$ cat src/rtl/ex_muldiv.sv
// Iterative RV32M multiply/divide unit for the EX stage (shift-add multiply, restoring divide).
// Optional MULDIV_FAST_MUL_EN: multiplies complete through a single-cycle `*` product.
module ex_muldiv #(
  parameter int WIDTH = 32
) (
  input  logic             clk,
  input  logic             rstn,
  input  logic             flush,
  input  logic             start,
  input  logic [2:0]       funct3,
  input  logic [WIDTH-1:0] src_a,
  input  logic [WIDTH-1:0] src_b,
  output logic             busy,
  output logic             done,
  output logic [WIDTH-1:0] result
);
  localparam logic [1:0] S_IDLE = 2'd0;
  localparam logic [1:0] S_RUN  = 2'd1;
  localparam logic [1:0] S_DONE = 2'd2;
  localparam int CW = $clog2(WIDTH);

  logic [1:0]       r_state;
  logic [CW-1:0]    r_cnt;
  logic [2:0]       r_op;
  logic             r_neg;
  logic [WIDTH-1:0] r_hi, r_lo, r_b;
  logic [WIDTH-1:0] r_result;
  logic             r_done;

  logic             w_is_div, w_a_sgn, w_b_sgn, w_sa, w_sb, w_neg;
  logic             w_dz, w_ovf;
  logic [WIDTH-1:0] w_mag_a, w_mag_b, w_spec_res;
  logic [WIDTH:0]   w_madd, w_shift, w_diff;
  logic [WIDTH-1:0] w_hi_nx, w_lo_nx, w_fin;
  logic [2*WIDTH-1:0] w_prod, w_prod_s;

  function automatic logic [WIDTH-1:0] f_mul_sel(input logic [2:0] op, input logic [2*WIDTH-1:0] p);
    f_mul_sel = (op[1:0] == 2'b00) ? p[WIDTH-1:0] : p[2*WIDTH-1:WIDTH];
  endfunction

  // Operand decode: which sources are signed, magnitudes and the final negate flag
  assign w_is_div = funct3[2];
  assign w_a_sgn  = (funct3 == 3'b001) | (funct3 == 3'b010) | (funct3[2] & ~funct3[0]);
  assign w_b_sgn  = (funct3 == 3'b001) | (funct3[2] & ~funct3[0]);
  assign w_sa     = w_a_sgn & src_a[WIDTH-1];
  assign w_sb     = w_b_sgn & src_b[WIDTH-1];
  assign w_mag_a  = w_sa ? -src_a : src_a;
  assign w_mag_b  = w_sb ? -src_b : src_b;
  assign w_neg    = (w_is_div & funct3[1]) ? w_sa : (w_sa ^ w_sb);

  assign w_dz  = w_is_div & (src_b == '0);
  assign w_ovf = w_is_div & ~funct3[0] & (src_a == {1'b1, {(WIDTH-1){1'b0}}}) & (src_b == '1);
  assign w_spec_res = w_dz ? (funct3[1] ? src_a : '1) : (funct3[1] ? '0 : src_a);

  // One iteration: r_hi is partial product / remainder, r_lo is multiplier / dividend->quotient
  assign w_madd  = {1'b0, r_hi} + {1'b0, r_b & {WIDTH{r_lo[0]}}};
  assign w_shift = {r_hi, r_lo[WIDTH-1]};
  assign w_diff  = w_shift - {1'b0, r_b};

  always_comb begin
    w_hi_nx = '0;
    w_lo_nx = '0;
    if (r_op[2]) begin
      w_hi_nx = w_diff[WIDTH] ? w_shift[WIDTH-1:0] : w_diff[WIDTH-1:0];
      w_lo_nx = {r_lo[WIDTH-2:0], ~w_diff[WIDTH]};
    end else begin
      w_hi_nx = w_madd[WIDTH:1];
      w_lo_nx = {w_madd[0], r_lo[WIDTH-1:1]};
    end
  end

  assign w_prod   = {w_hi_nx, w_lo_nx};
  assign w_prod_s = r_neg ? -w_prod : w_prod;

  always_comb begin
    w_fin = '0;
    case (r_op[2:1])
      2'b10:   w_fin = r_neg ? -w_lo_nx : w_lo_nx;
      2'b11:   w_fin = r_neg ? -w_hi_nx : w_hi_nx;
      default: w_fin = f_mul_sel(r_op, w_prod_s);
    endcase
  end

`ifdef MULDIV_FAST_MUL_EN
  logic [2*WIDTH-1:0] w_fprod, w_fprod_s;
  assign w_fprod   = {{WIDTH{1'b0}}, w_mag_a} * {{WIDTH{1'b0}}, w_mag_b};
  assign w_fprod_s = w_neg ? -w_fprod : w_fprod;
`endif

  always_ff @(posedge clk or negedge rstn) begin
    if (!rstn) begin
      r_state  <= S_IDLE;
      r_cnt    <= '0;
      r_op     <= '0;
      r_neg    <= 1'b0;
      r_hi     <= '0;
      r_lo     <= '0;
      r_b      <= '0;
      r_result <= '0;
      r_done   <= 1'b0;
    end else begin
      r_done <= 1'b0;
      if (flush) begin
        r_state <= S_IDLE;
      end else begin
        case (r_state)
          S_IDLE: if (start) begin
            r_op  <= funct3;
            r_neg <= w_neg;
            r_cnt <= '0;
            r_hi  <= '0;
            r_lo  <= w_mag_a;
            r_b   <= w_mag_b;
            if (w_dz | w_ovf) begin
              r_result <= w_spec_res;
              r_done   <= 1'b1;
              r_state  <= S_DONE;
            end
`ifdef MULDIV_FAST_MUL_EN
            else if (!w_is_div) begin
              r_result <= f_mul_sel(funct3, w_fprod_s);
              r_done   <= 1'b1;
              r_state  <= S_DONE;
            end
`endif
            else begin
              r_state <= S_RUN;
            end
          end
          S_RUN: begin
            r_hi  <= w_hi_nx;
            r_lo  <= w_lo_nx;
            r_cnt <= r_cnt + CW'(1);
            if (r_cnt == CW'(WIDTH-1)) begin
              r_result <= w_fin;
              r_done   <= 1'b1;
              r_state  <= S_DONE;
            end
          end
          // start seen here is still the retiring instruction
          default: r_state <= S_IDLE;
        endcase
      end
    end
  end

  assign busy   = ((r_state == S_IDLE) & start & ~flush) | (r_state == S_RUN);
  assign done   = r_done;
  assign result = r_result;
endmodule

$ cat config.mk
export PLATFORM = sky130hd
export DESIGN_NAME = ex_muldiv
export DESIGN_NICKNAME = d
export VERILOG_FILES = /design/src/rtl/ex_muldiv.sv
export SDC_FILE = /design/constraint.sdc
export NUM_CORES = 1
export LEC_CHECK = 0
export CORE_UTILIZATION = 54
export CTS_BUF_LIST = sky130_fd_sc_hd__clkbuf_4 sky130_fd_sc_hd__clkbuf_8
export CTS_CLUSTER_DIAMETER = 200
export CTS_CLUSTER_SIZE = 16
export DETAILED_ROUTE_END_ITERATION = 6
export GPL_TIMING_DRIVEN = 0
export HOLD_SLACK_MARGIN = 0.05
export PLACE_DENSITY = 0.79
export RECOVER_POWER = 100
export SLEW_MARGIN = 5
export SYNTH_ARGS = -nofsm -noshare
export SYNTH_HDL_FRONTEND = slang
export SYNTH_SLANG_ARGS = --single-unit
$ cat constraint.sdc
create_clock -name clk -period 15.82 [get_ports clk]
set_input_delay 1.582 -clock clk [delete_from_list [all_inputs] [get_ports clk]]
set_output_delay 1.582 -clock clk [all_outputs]
set_load 0.005 [all_outputs]
==> impl_metrics.json, run 1 <==
{
  "number_of_antenna_violations_at_the_first_check_in_global_routing": 2,
  "startpoint_type": "register",
  "final_core_area_utilization": 0.618,
  "cpLargestDelayFamily": "compound AO/OA/AOI/OAI gates",
  "min_delay_path_depth": 2,
  "ys_async_sr_fraction": 1.00,
  "hp-class": "register to register",
  "globalRouteOverflowTotal": 0,
  "post_synth.cell_area_avg_um2": 7.57,
  "drv_slew": 179,
  "run_status": "finished with violations",
  "r2r.worst_path.cells": 18,
  "yosysUniqueCellTypes": 110,
  "power.density_cell_area_nw_per_um2": 133,
  "setup_viol": 0,
  "number_of_violations_reported_at_the_end_of_detailed_routing_iteration_0": 2256,
  "cts.repair_timing.setup_buffer_count": 0,
  "start_util": 0.555,
  "critical_path.endpoint_type": "register",
  "power_leakage_nw": 6.94,
  "crit_path_top_delay_cell": "sky130_fd_sc_hd__o21ai_0",
  "hp-start": "result[6]",
  "max_clock_freq_mhz": 114,
  "min_delay_worst_endpoint": "result[6]",
  "drc": 0,
  "clkLatencyLatePin_ns": 0.51,
  "final_antenna_net_count": 0,
  "syn_to_final_growth_pct": 11.3,
  "tritoncts": "done",
  "die_x_um": 172,
  "num_io_pins": 105,
  "vias": 18000,
  "nFillCells": 2603,
  "min_period_ns": 8.74,
  "cts.clk_slew.worst_paths_ns": 0.10,
  "setup_total_negative_slack_ns": 0,
  "cp.buffers_inverters": 3,
  "reg2reg_setup_slack_ns": 7.08,
  "vias_per_cell": 6.98,
  "violated_checks": "capacitance limit, slew limit",
  "vdd_drop_max_mv": 0.0814,
  "die_outline_height_um": 172,
  "critPathArrivalTime_ns": 9.09,
  "grt_start_max_net_pins": 73,
  "grt_usage": 0.464,
  "cts_max_path_buffers": 2,
  "crit-reg2reg-launch": "r_lo[31]",
  "floorplan.rows": 61,
  "clock_skew_ns": 0.0188,
  "timing.critical_path.mode_cell": "sky130_fd_sc_hd__a21boi_0",
  "synth_enable_flop_cells": 0,
  "worstPathRequired_ns": 16.16,
  "routed_wire_length_per_instance_um": 26.4,
  "critPathKind": "register to register",
  "ratio_of_cells_with_drive_above_1_in_the_final_layout": 0.0536,
  "synthesis.instances": 2066,
  "finalCritPeriodShare": 0.553,
  "worstMarginPinSlew_ns": 4.16,
  "max_stage_delay_ns": 1.73,
  "worst_r2r_endpoint": "result[15]",
  "slew-limit-headroom": -1.78,
  "maxCapViolCount": 6,
  "drt-pass1-iter-count": 6,
  "final.setup.worst_slack_ns": 7.08,
  "floorplan.die_area_um2": 29600,
  "crit_path_max_fanout": 10,
  "finalWeightedCongestion": 1.05,
  "postSynthRegisterBits": 140,
  "first_global_vias": 16700,
  "clock_tree_root_buffer_cell": "sky130_fd_sc_hd__clkbuf_8",
  "cts_num_sinks": 140,
  "report.final.hold_viol_count": 0,
  "layout.cells.most_common": "sky130_fd_sc_hd__a21oi_1",
  "cts-buffers-inserted": 17,
  "cts_hold_buf": 0,
  "crit_path_cell_trace": "inv_1, ha_1, inv_1, fa_1, a211oi_1, o211ai_1, a21boi_0, a21boi_0, o21ai_0, clkbuf_1, nand3_1, o211ai_1, a21boi_0, a31oi_1, a21oi_1, xnor2_1, a221oi_1, a311oi_1",
  "seq_area_frac_synth": 0.224,
  "synthesis.area_um2": 15600,
  "rsz0062_at_grt": "no",
  "postSynth.topFlopCell": "sky130_fd_sc_hd__dfrtp_1",
  "port_buffers": 104,
  "grt_first_pass_wirelength_um": 101000,
  "layout.nets": 2334,
  "pre_cts_ws_ns": 9.07,
  "cts-resized-gates": 0,
  "clock_tree.htree_level_count": 4,
  "post_synth_net_total": 2210,
  "core_area_um2": 28200,
  "yosys_warnings": 0,
  "highest_count_cells_in_the_layout_ignoring_fill_and_taps": "sky130_fd_sc_hd__a21oi_1, sky130_fd_sc_hd__nand2_1, sky130_fd_sc_hd__o21ai_0",
  "detailedPlacementHpwl_um": 54300,
  "totalWireLength_um": 68300
}
## registers in the layout, summed over array words and instances, names as in the netlist
register  count
done          1
r_b          32
r_cnt         5
r_hi         32
r_lo         32
r_neg         1
r_op          3
r_state       2
result       32
## per-stage QoR
| stage | cells | instance area (um2) | power (mW) | hold WS (ns) |
|---|---|---|---|---|
| floorplan | 2066 | 15600 | 1.47 | 0.445 |
| global placement | 2548 | 17100 | 1.92 | 0.463 |
| detailed placement | 2549 | 17200 | 1.94 | 0.466 |
| CTS | 2581 | 17600 | 2.26 | 0.487 |
| global route | 2582 | 17400 | 2.41 | 0.518 |
| finish | 2584 | 17400 | 2.31 | 0.478 |
## layer usage
layer  vias to the layer above  share of wire  global-route usage
li1                       7897              -                   -
met4                         4          0.049               0.200
met5                         -         0.0017              0.0261
met3                       248           0.16               0.193
met1                      8488           0.40               0.634
met2                      1404           0.39               0.629
## kinds of logic (layout without fill, tap and decap cells)
kind of cell | count (synthesis) | after routing | synth area share
simple gates | 700 | 700 | 0.222
mux | 45 | 45 | 0.0315
flops | 140 | 140 | 0.224
fa+ha+maj | 73 | 73 | 0.0594
compound gates | 746 | 746 | 0.316
xor+xnor | 170 | 170 | 0.0953
buf+inv | 192 | 329 | 0.0514
other cells | 0 | 3 | 0
## final cells by class
cell class	instances	area, um2	share of cell area
repair buffers	105	1040	0.0597
diodes	3	7.51	0.000432
clock inverters	15	173	0.00993
well taps	378	473	0.0272
flip-flops and latches	140	3500	0.201
inverters	65	244	0.0140
multi-input cells	1734	11200	0.643
plain buffers	127	529	0.0304
clock buffers	17	234	0.0134
## synthesized netlist by cell type (18+ instances only)
master | instances | area, um2
sky130_fd_sc_hd__a21oi_1 | 231 | 1160
sky130_fd_sc_hd__nand2_1 | 207 | 777
sky130_fd_sc_hd__nor2_1 | 176 | 661
sky130_fd_sc_hd__o21ai_0 | 176 | 881
sky130_fd_sc_hd__dfrtp_1 | 140 | 3500
sky130_fd_sc_hd__xnor2_1 | 103 | 902
sky130_fd_sc_hd__clkbuf_1 | 96 | 360
sky130_fd_sc_hd__ha_1 | 71 | 888
sky130_fd_sc_hd__xor2_1 | 67 | 587
sky130_fd_sc_hd__inv_1 | 64 | 240
sky130_fd_sc_hd__nor3_1 | 58 | 290
sky130_fd_sc_hd__and2_1 | 43 | 269
sky130_fd_sc_hd__nand3_1 | 39 | 195
sky130_fd_sc_hd__nand4_1 | 34 | 213
sky130_fd_sc_hd__o31ai_1 | 34 | 255
sky130_fd_sc_hd__mux2i_1 | 30 | 300
sky130_fd_sc_hd__o211ai_1 | 27 | 203
sky130_fd_sc_hd__a31oi_1 | 26 | 163
sky130_fd_sc_hd__a211oi_1 | 22 | 165
sky130_fd_sc_hd__a221oi_1 | 22 | 193
sky130_fd_sc_hd__and3_1 | 21 | 131
sky130_fd_sc_hd__buf_2 | 18 | 90.1
sky130_fd_sc_hd__nand2b_1 | 18 | 113
## report_power, final
part           switching, mW  internal, mW
Combinational          0.984         0.493
Clock                  0.190         0.133
Sequential            0.0970         0.417
Total                   1.27          1.04
## worst max path at each step
stage	cells after the start	startpoint	slack, ns	end
2_1_floorplan	22	r_lo[31]	10.81	result[8]
3_3_place_gp	1	rstn	7.33	r_b[13]
3_5_place_dp	18	src_a[0]	9.07	result[16]
4_1_cts	22	r_lo[31]	9.26	result[8]
5_1_grt	2	rstn	6.75	r_b[22]
6_report	18	r_lo[31]	7.08	result[15]
## worst reg2reg max path, cell delays in order (launching register included)
cell	delay [ns]
sky130_fd_sc_hd__dfrtp_1	0.48
sky130_fd_sc_hd__inv_1	0.12
sky130_fd_sc_hd__ha_1	0.17
sky130_fd_sc_hd__inv_1	0.06
sky130_fd_sc_hd__fa_1	0.42
sky130_fd_sc_hd__a211oi_1	0.32
sky130_fd_sc_hd__o211ai_1	0.18
sky130_fd_sc_hd__a21boi_0	0.71
sky130_fd_sc_hd__a21boi_0	0.53
sky130_fd_sc_hd__o21ai_0	1.73
sky130_fd_sc_hd__clkbuf_1	0.65
sky130_fd_sc_hd__nand3_1	0.44
sky130_fd_sc_hd__o211ai_1	0.27
sky130_fd_sc_hd__a21boi_0	1.21
sky130_fd_sc_hd__a31oi_1	0.36
sky130_fd_sc_hd__a21oi_1	0.26
sky130_fd_sc_hd__xnor2_1	0.08
sky130_fd_sc_hd__a221oi_1	0.49
sky130_fd_sc_hd__a311oi_1	0.09
Note: power is estimated with default switching activity, not from simulation.
==> inputs of run 2 (changes only) <==
clock period = 8.2 ns   (was 15.82 ns; I/O delays follow)
==> impl_metrics.json, run 2 (synthesized netlist as in run 1, its figures left out) <==
{
  "cts_num_sinks": 140,
  "hp-class": "register to register",
  "cp.buffers_inverters": 4,
  "crit_path_max_fanout": 10,
  "layout.nets": 2334,
  "hold-worst-slack_ns": 0.480,
  "drt-pass1-iter-count": 6,
  "drc": 0,
  "seqCellArea_um2": 3500,
  "power_leakage_nw": 6.97,
  "clock_skew_ns": 0.0197,
  "die_outline_height_um": 172,
  "cts.repair_timing.setup_buffer_count": 0,
  "drv_slew": 94,
  "critPathArrivalTime_ns": 7.99,
  "floorplan.rows": 61,
  "routed_wire_length_per_instance_um": 26.4,
  "clkLatencyLatePin_ns": 0.51,
  "critical_path.endpoint_type": "register",
  "grt_start_max_net_pins": 73,
  "ratio_of_cells_with_drive_above_1_in_the_final_layout": 0.0586,
  "number_of_antenna_violations_at_the_first_check_in_global_routing": 2,
  "topRoutingLayerUsed": "met5",
  "maxCapViolCount": 4,
  "vias_per_cell": 6.98,
  "run_status": "finished with violations",
  "postPlaceCellArea_um2": 17200,
  "cts-resized-gates": 0,
  "syn_to_final_growth_pct": 11.8,
  "wl_met1_um": 27700,
  "die_x_um": 172,
  "violated_checks": "capacitance limit, slew limit",
  "nFillCells": 2586,
  "cpLargestDelayFamily": "compound AO/OA/AOI/OAI gates",
  "setup_viol": 0,
  "multi_input_comb_area_um2": 11200,
  "finalWeightedCongestion": 1.05,
  "finalCritPeriodShare": 0.927,
  "critPathKind": "register to register",
  "cts.clk_slew.worst_paths_ns": 0.10,
  "max_stage_delay_ns": 0.82,
  "detailedPlacementHpwl_um": 54300,
  "cts-buffers-inserted": 17,
  "total_power_mw": 4.48,
  "clock_tree.htree_level_count": 4,
  "highest_count_cells_in_the_layout_ignoring_fill_and_taps": "sky130_fd_sc_hd__a21oi_1, sky130_fd_sc_hd__nand2_1, sky130_fd_sc_hd__o21ai_0",
  "worstMarginPinSlew_ns": 3.93,
  "first_global_vias": 16700,
  "setup_total_negative_slack_ns": 0,
  "startpoint_type": "register",
  "port_buffers": 104,
  "routed-wl-met3_um": 10700,
  "slew-limit-headroom": -1.62,
  "worstPathRequired_ns": 8.59,
  "crit_path_cell_trace": "inv_1, ha_1, inv_1, fa_1, a211oi_1, o211ai_1, a21boi_0, a21bo_1, a21oi_1, buf_4, nor3_1, a21oi_1, ha_1, o211ai_1, or2_2, or3_1, or3_1, clkbuf_1, nand2_1, nand4_1, a21oi_1, a21oi_1, o21ai_0, a22o_1",
  "finalInstanceArea_um2": 17500,
  "vias": 18000,
  "layout.cells.most_common": "sky130_fd_sc_hd__a21oi_1",
  "final_antenna_net_count": 0,
  "core_area_um2": 28200,
  "cts_max_path_buffers": 2,
  "rsz0062_at_grt": "no",
  "grt_usage": 0.464,
  "met2_wirelength_um": 26500,
  "max_clock_freq_mhz": 132,
  "floorplan.die_area_um2": 29600,
  "cts_hold_buf": 0,
  "number_of_violations_reported_at_the_end_of_detailed_routing_iteration_0": 2382,
  "totalWireLength_um": 68200,
  "globalRouteOverflowTotal": 0,
  "start_util": 0.555,
  "grt_first_pass_wirelength_um": 101000,
  "tritoncts": "done",
  "final_core_area_utilization": 0.620,
  "power.density_cell_area_nw_per_um2": 256,
  "crit_path_top_delay_cell": "sky130_fd_sc_hd__a21boi_0",
  "clock_tree_root_buffer_cell": "sky130_fd_sc_hd__clkbuf_8",
  "timing.critical_path.mode_cell": "sky130_fd_sc_hd__a21oi_1",
  "vdd_drop_max_mv": 0.158,
  "num_io_pins": 105,
  "report.final.hold_viol_count": 0,
  "min_period_ns": 7.60
}
## run 2: layer usage
metal  vias to the layer above  track usage
li1                       7876            -
met1                      8531        0.637
met2                      1360        0.629
met3                       247        0.188
met4                         2        0.201
met5                         -       0.0261
## run 2: power breakdown
group	total (mW)	switching, mW	internal, mW
sequential	0.992	0.188	0.804
combinational	2.87	1.91	0.960
clock	0.623	0.366	0.257
## run 2: worst paths after layout
path | startpoint | slack, ns | cells past startpoint | endpoint
min in group asynchronous | rstn | 1.66 | 1 | result[25]
worst max-delay path | r_lo[31] | 0.60 | 24 | result[10]
worst max register to register | r_lo[31] | 0.60 | 24 | result[10]
worst min-delay path | result[6] | 0.48 | 2 | result[6]
max in group asynchronous | rstn | 4.31 | 1 | r_lo[2]
worst min register to register | result[6] | 0.48 | 2 | result[6]
## run 2: worst min-delay path, stage by stage (launching register included)
cell	delay [ns]
sky130_fd_sc_hd__dfrtp_1	0.35
sky130_fd_sc_hd__nand2_1	0.05
sky130_fd_sc_hd__o31ai_1	0.05
## run 2: final cells by class
type / instances / area share
Tap cell: 378 / 0.0271
Multi-Input combinational cell: 1734 / 0.643
Buffer: 127 / 0.0311
Antenna cell: 1 / 0.000143
Clock buffer: 17 / 0.0134
Clock inverter: 15 / 0.00988
Timing Repair Buffer: 105 / 0.0608
Sequential cell: 140 / 0.201
Inverter: 65 / 0.0140
## run 2: metrics by stage
stage | setup slack, ns | std cells
3_5_place_dp | 1.68 | 2549
5_1_grt | 0.613 | 2582
4_1_cts | 1.64 | 2581
2_1_floorplan | 3.19 | 2066
6_report | 0.600 | 2582
3_3_place_gp | 0.472 | 2548
==> inputs of run 3 (changes only) <==
clock period = 9.3 ns   (was 8.2 ns; I/O delays follow)
==> impl_metrics.json, run 3 (synthesized netlist as in run 1, its figures left out) <==
{
  "cp.buffers_inverters": 3,
  "pre_cts_ws_ns": 2.78,
  "num_io_pins": 105,
  "critPathKind": "register to register",
  "number_of_violations_reported_at_the_end_of_detailed_routing_iteration_0": 2361,
  "min_period_ns": 8.02,
  "cts.clk_slew.worst_paths_ns": 0.10,
  "final_core_area_utilization": 0.619,
  "wl_met1_um": 27600,
  "hp-class": "register to register",
  "highest_count_cells_in_the_layout_ignoring_fill_and_taps": "sky130_fd_sc_hd__a21oi_1, sky130_fd_sc_hd__nand2_1, sky130_fd_sc_hd__o21ai_0",
  "crit_path_max_fanout": 10,
  "start_util": 0.555,
  "clkLatencyLatePin_ns": 0.50,
  "cts_num_sinks": 140,
  "drt-pass1-iter-count": 7,
  "drv_slew": 97,
  "number_of_antenna_violations_at_the_first_check_in_global_routing": 2,
  "worstMarginPinSlew_ns": 3.93,
  "clock_skew_ns": 0.0204,
  "die_x_um": 172,
  "clock_tree.htree_level_count": 4,
  "maxCapViolCount": 4,
  "finalWeightedCongestion": 1.05,
  "cts-buffers-inserted": 17,
  "cts.repair_timing.setup_buffer_count": 0,
  "fin_cells": 2582,
  "core_area_um2": 28200,
  "detailedPlacementHpwl_um": 54300,
  "report.final.hold_viol_count": 0,
  "cts_hold_buf": 0,
  "first_global_vias": 16700,
  "max_clock_freq_mhz": 125,
  "power.density_cell_area_nw_per_um2": 226,
  "ratio_of_cells_with_drive_above_1_in_the_final_layout": 0.0540,
  "cpLargestDelayFamily": "compound AO/OA/AOI/OAI gates",
  "grt_start_max_net_pins": 73,
  "port_buffers": 104,
  "rsz0062_at_grt": "no",
  "slew-limit-headroom": -1.62,
  "hold-worst-slack_ns": 0.485,
  "final.setup.worst_slack_ns": 1.28,
  "layout.nets": 2334,
  "grt_usage": 0.464,
  "violated_checks": "capacitance limit, slew limit",
  "run_status": "finished with violations",
  "critical_path.endpoint_type": "register",
  "crit_path_cell_trace": "inv_1, ha_1, inv_1, fa_1, a211oi_1, o211ai_1, a21boi_0, a21boi_4, o21ai_0, clkbuf_1, nand3_1, o211ai_1, a21boi_1, a31oi_1, a21oi_1, xnor2_1, a221oi_1, a311oi_1",
  "topRoutingLayerUsed": "met5",
  "tritoncts": "done",
  "placedCellCount": 2549,
  "postPlaceCellArea_um2": 17200,
  "cts-resized-gates": 0,
  "final_antenna_net_count": 0,
  "finalInstanceArea_um2": 17400,
  "floorplan.die_area_um2": 29600,
  "setup_viol": 0,
  "finalCritPeriodShare": 0.863,
  "vias_per_cell": 6.99,
  "syn_to_final_growth_pct": 11.5,
  "max_stage_delay_ns": 1.65,
  "drc": 0,
  "vdd_drop_max_mv": 0.138,
  "setup_total_negative_slack_ns": 0,
  "clock_tree_root_buffer_cell": "sky130_fd_sc_hd__clkbuf_8",
  "globalRouteOverflowTotal": 0,
  "vias": 18000,
  "grt_first_pass_wirelength_um": 101000,
  "routed-wl-met3_um": 10800,
  "startpoint_type": "register",
  "met2_wirelength_um": 26400,
  "power_leakage_nw": 6.95,
  "totalWireLength_um": 68200,
  "cts_max_path_buffers": 2,
  "total_power_mw": 3.94,
  "die_outline_height_um": 172,
  "crit_path_top_delay_cell": "sky130_fd_sc_hd__o21ai_0",
  "floorplan.rows": 61,
  "layout.cells.most_common": "sky130_fd_sc_hd__a21oi_1",
  "worstPathRequired_ns": 9.63,
  "nFillCells": 2600,
  "critPathArrivalTime_ns": 8.36,
  "routed_wire_length_per_instance_um": 26.4
}
## run 3: routing by layer
metal / GRT usage / up-vias
li1: - / 7889
met1: 0.637 / 8474
met2: 0.629 / 1422
met3: 0.188 / 260
met4: 0.201 / 2
met5: 0.0261 / -
## run 3: power by group
group | switching (mW) | internal (mW)
logic | 1.68 | 0.841
clock network | 0.321 | 0.227
registers | 0.167 | 0.709
## run 3: layout make-up
| type | instances | area (um2) | share of cell area |
|---|---|---|---|
| diodes | 1 | 2.50 | 0.000144 |
| plain buffers | 127 | 529 | 0.0304 |
| clock buffers | 17 | 234 | 0.0134 |
| clock inverters | 15 | 173 | 0.00991 |
| inverters | 65 | 244 | 0.0140 |
| multi-input cells | 1734 | 11200 | 0.643 |
| flip-flops and latches | 140 | 3500 | 0.201 |
| well taps | 378 | 473 | 0.0271 |
| repair buffers | 105 | 1060 | 0.0610 |
## run 3: worst paths after layout
check | depth (start not counted) | slack (ns) | start | to
max | 18 | 1.28 | r_lo[31] | result[15]
min | 2 | 0.48 | result[6] | result[6]
max reg2reg | 18 | 1.28 | r_lo[31] | result[15]
min reg2reg | 2 | 0.48 | result[6] | result[6]
max in group asynchronous | 1 | 5.29 | rstn | r_lo[2]
min in group asynchronous | 1 | 1.77 | rstn | result[19]
## run 3: tightest hold or removal path: cells and delay by family, from the launching register on
family | cells | cell delay (ns)
compound gates | 1 | 0.05
flops | 1 | 0.35
simple gates | 1 | 0.05
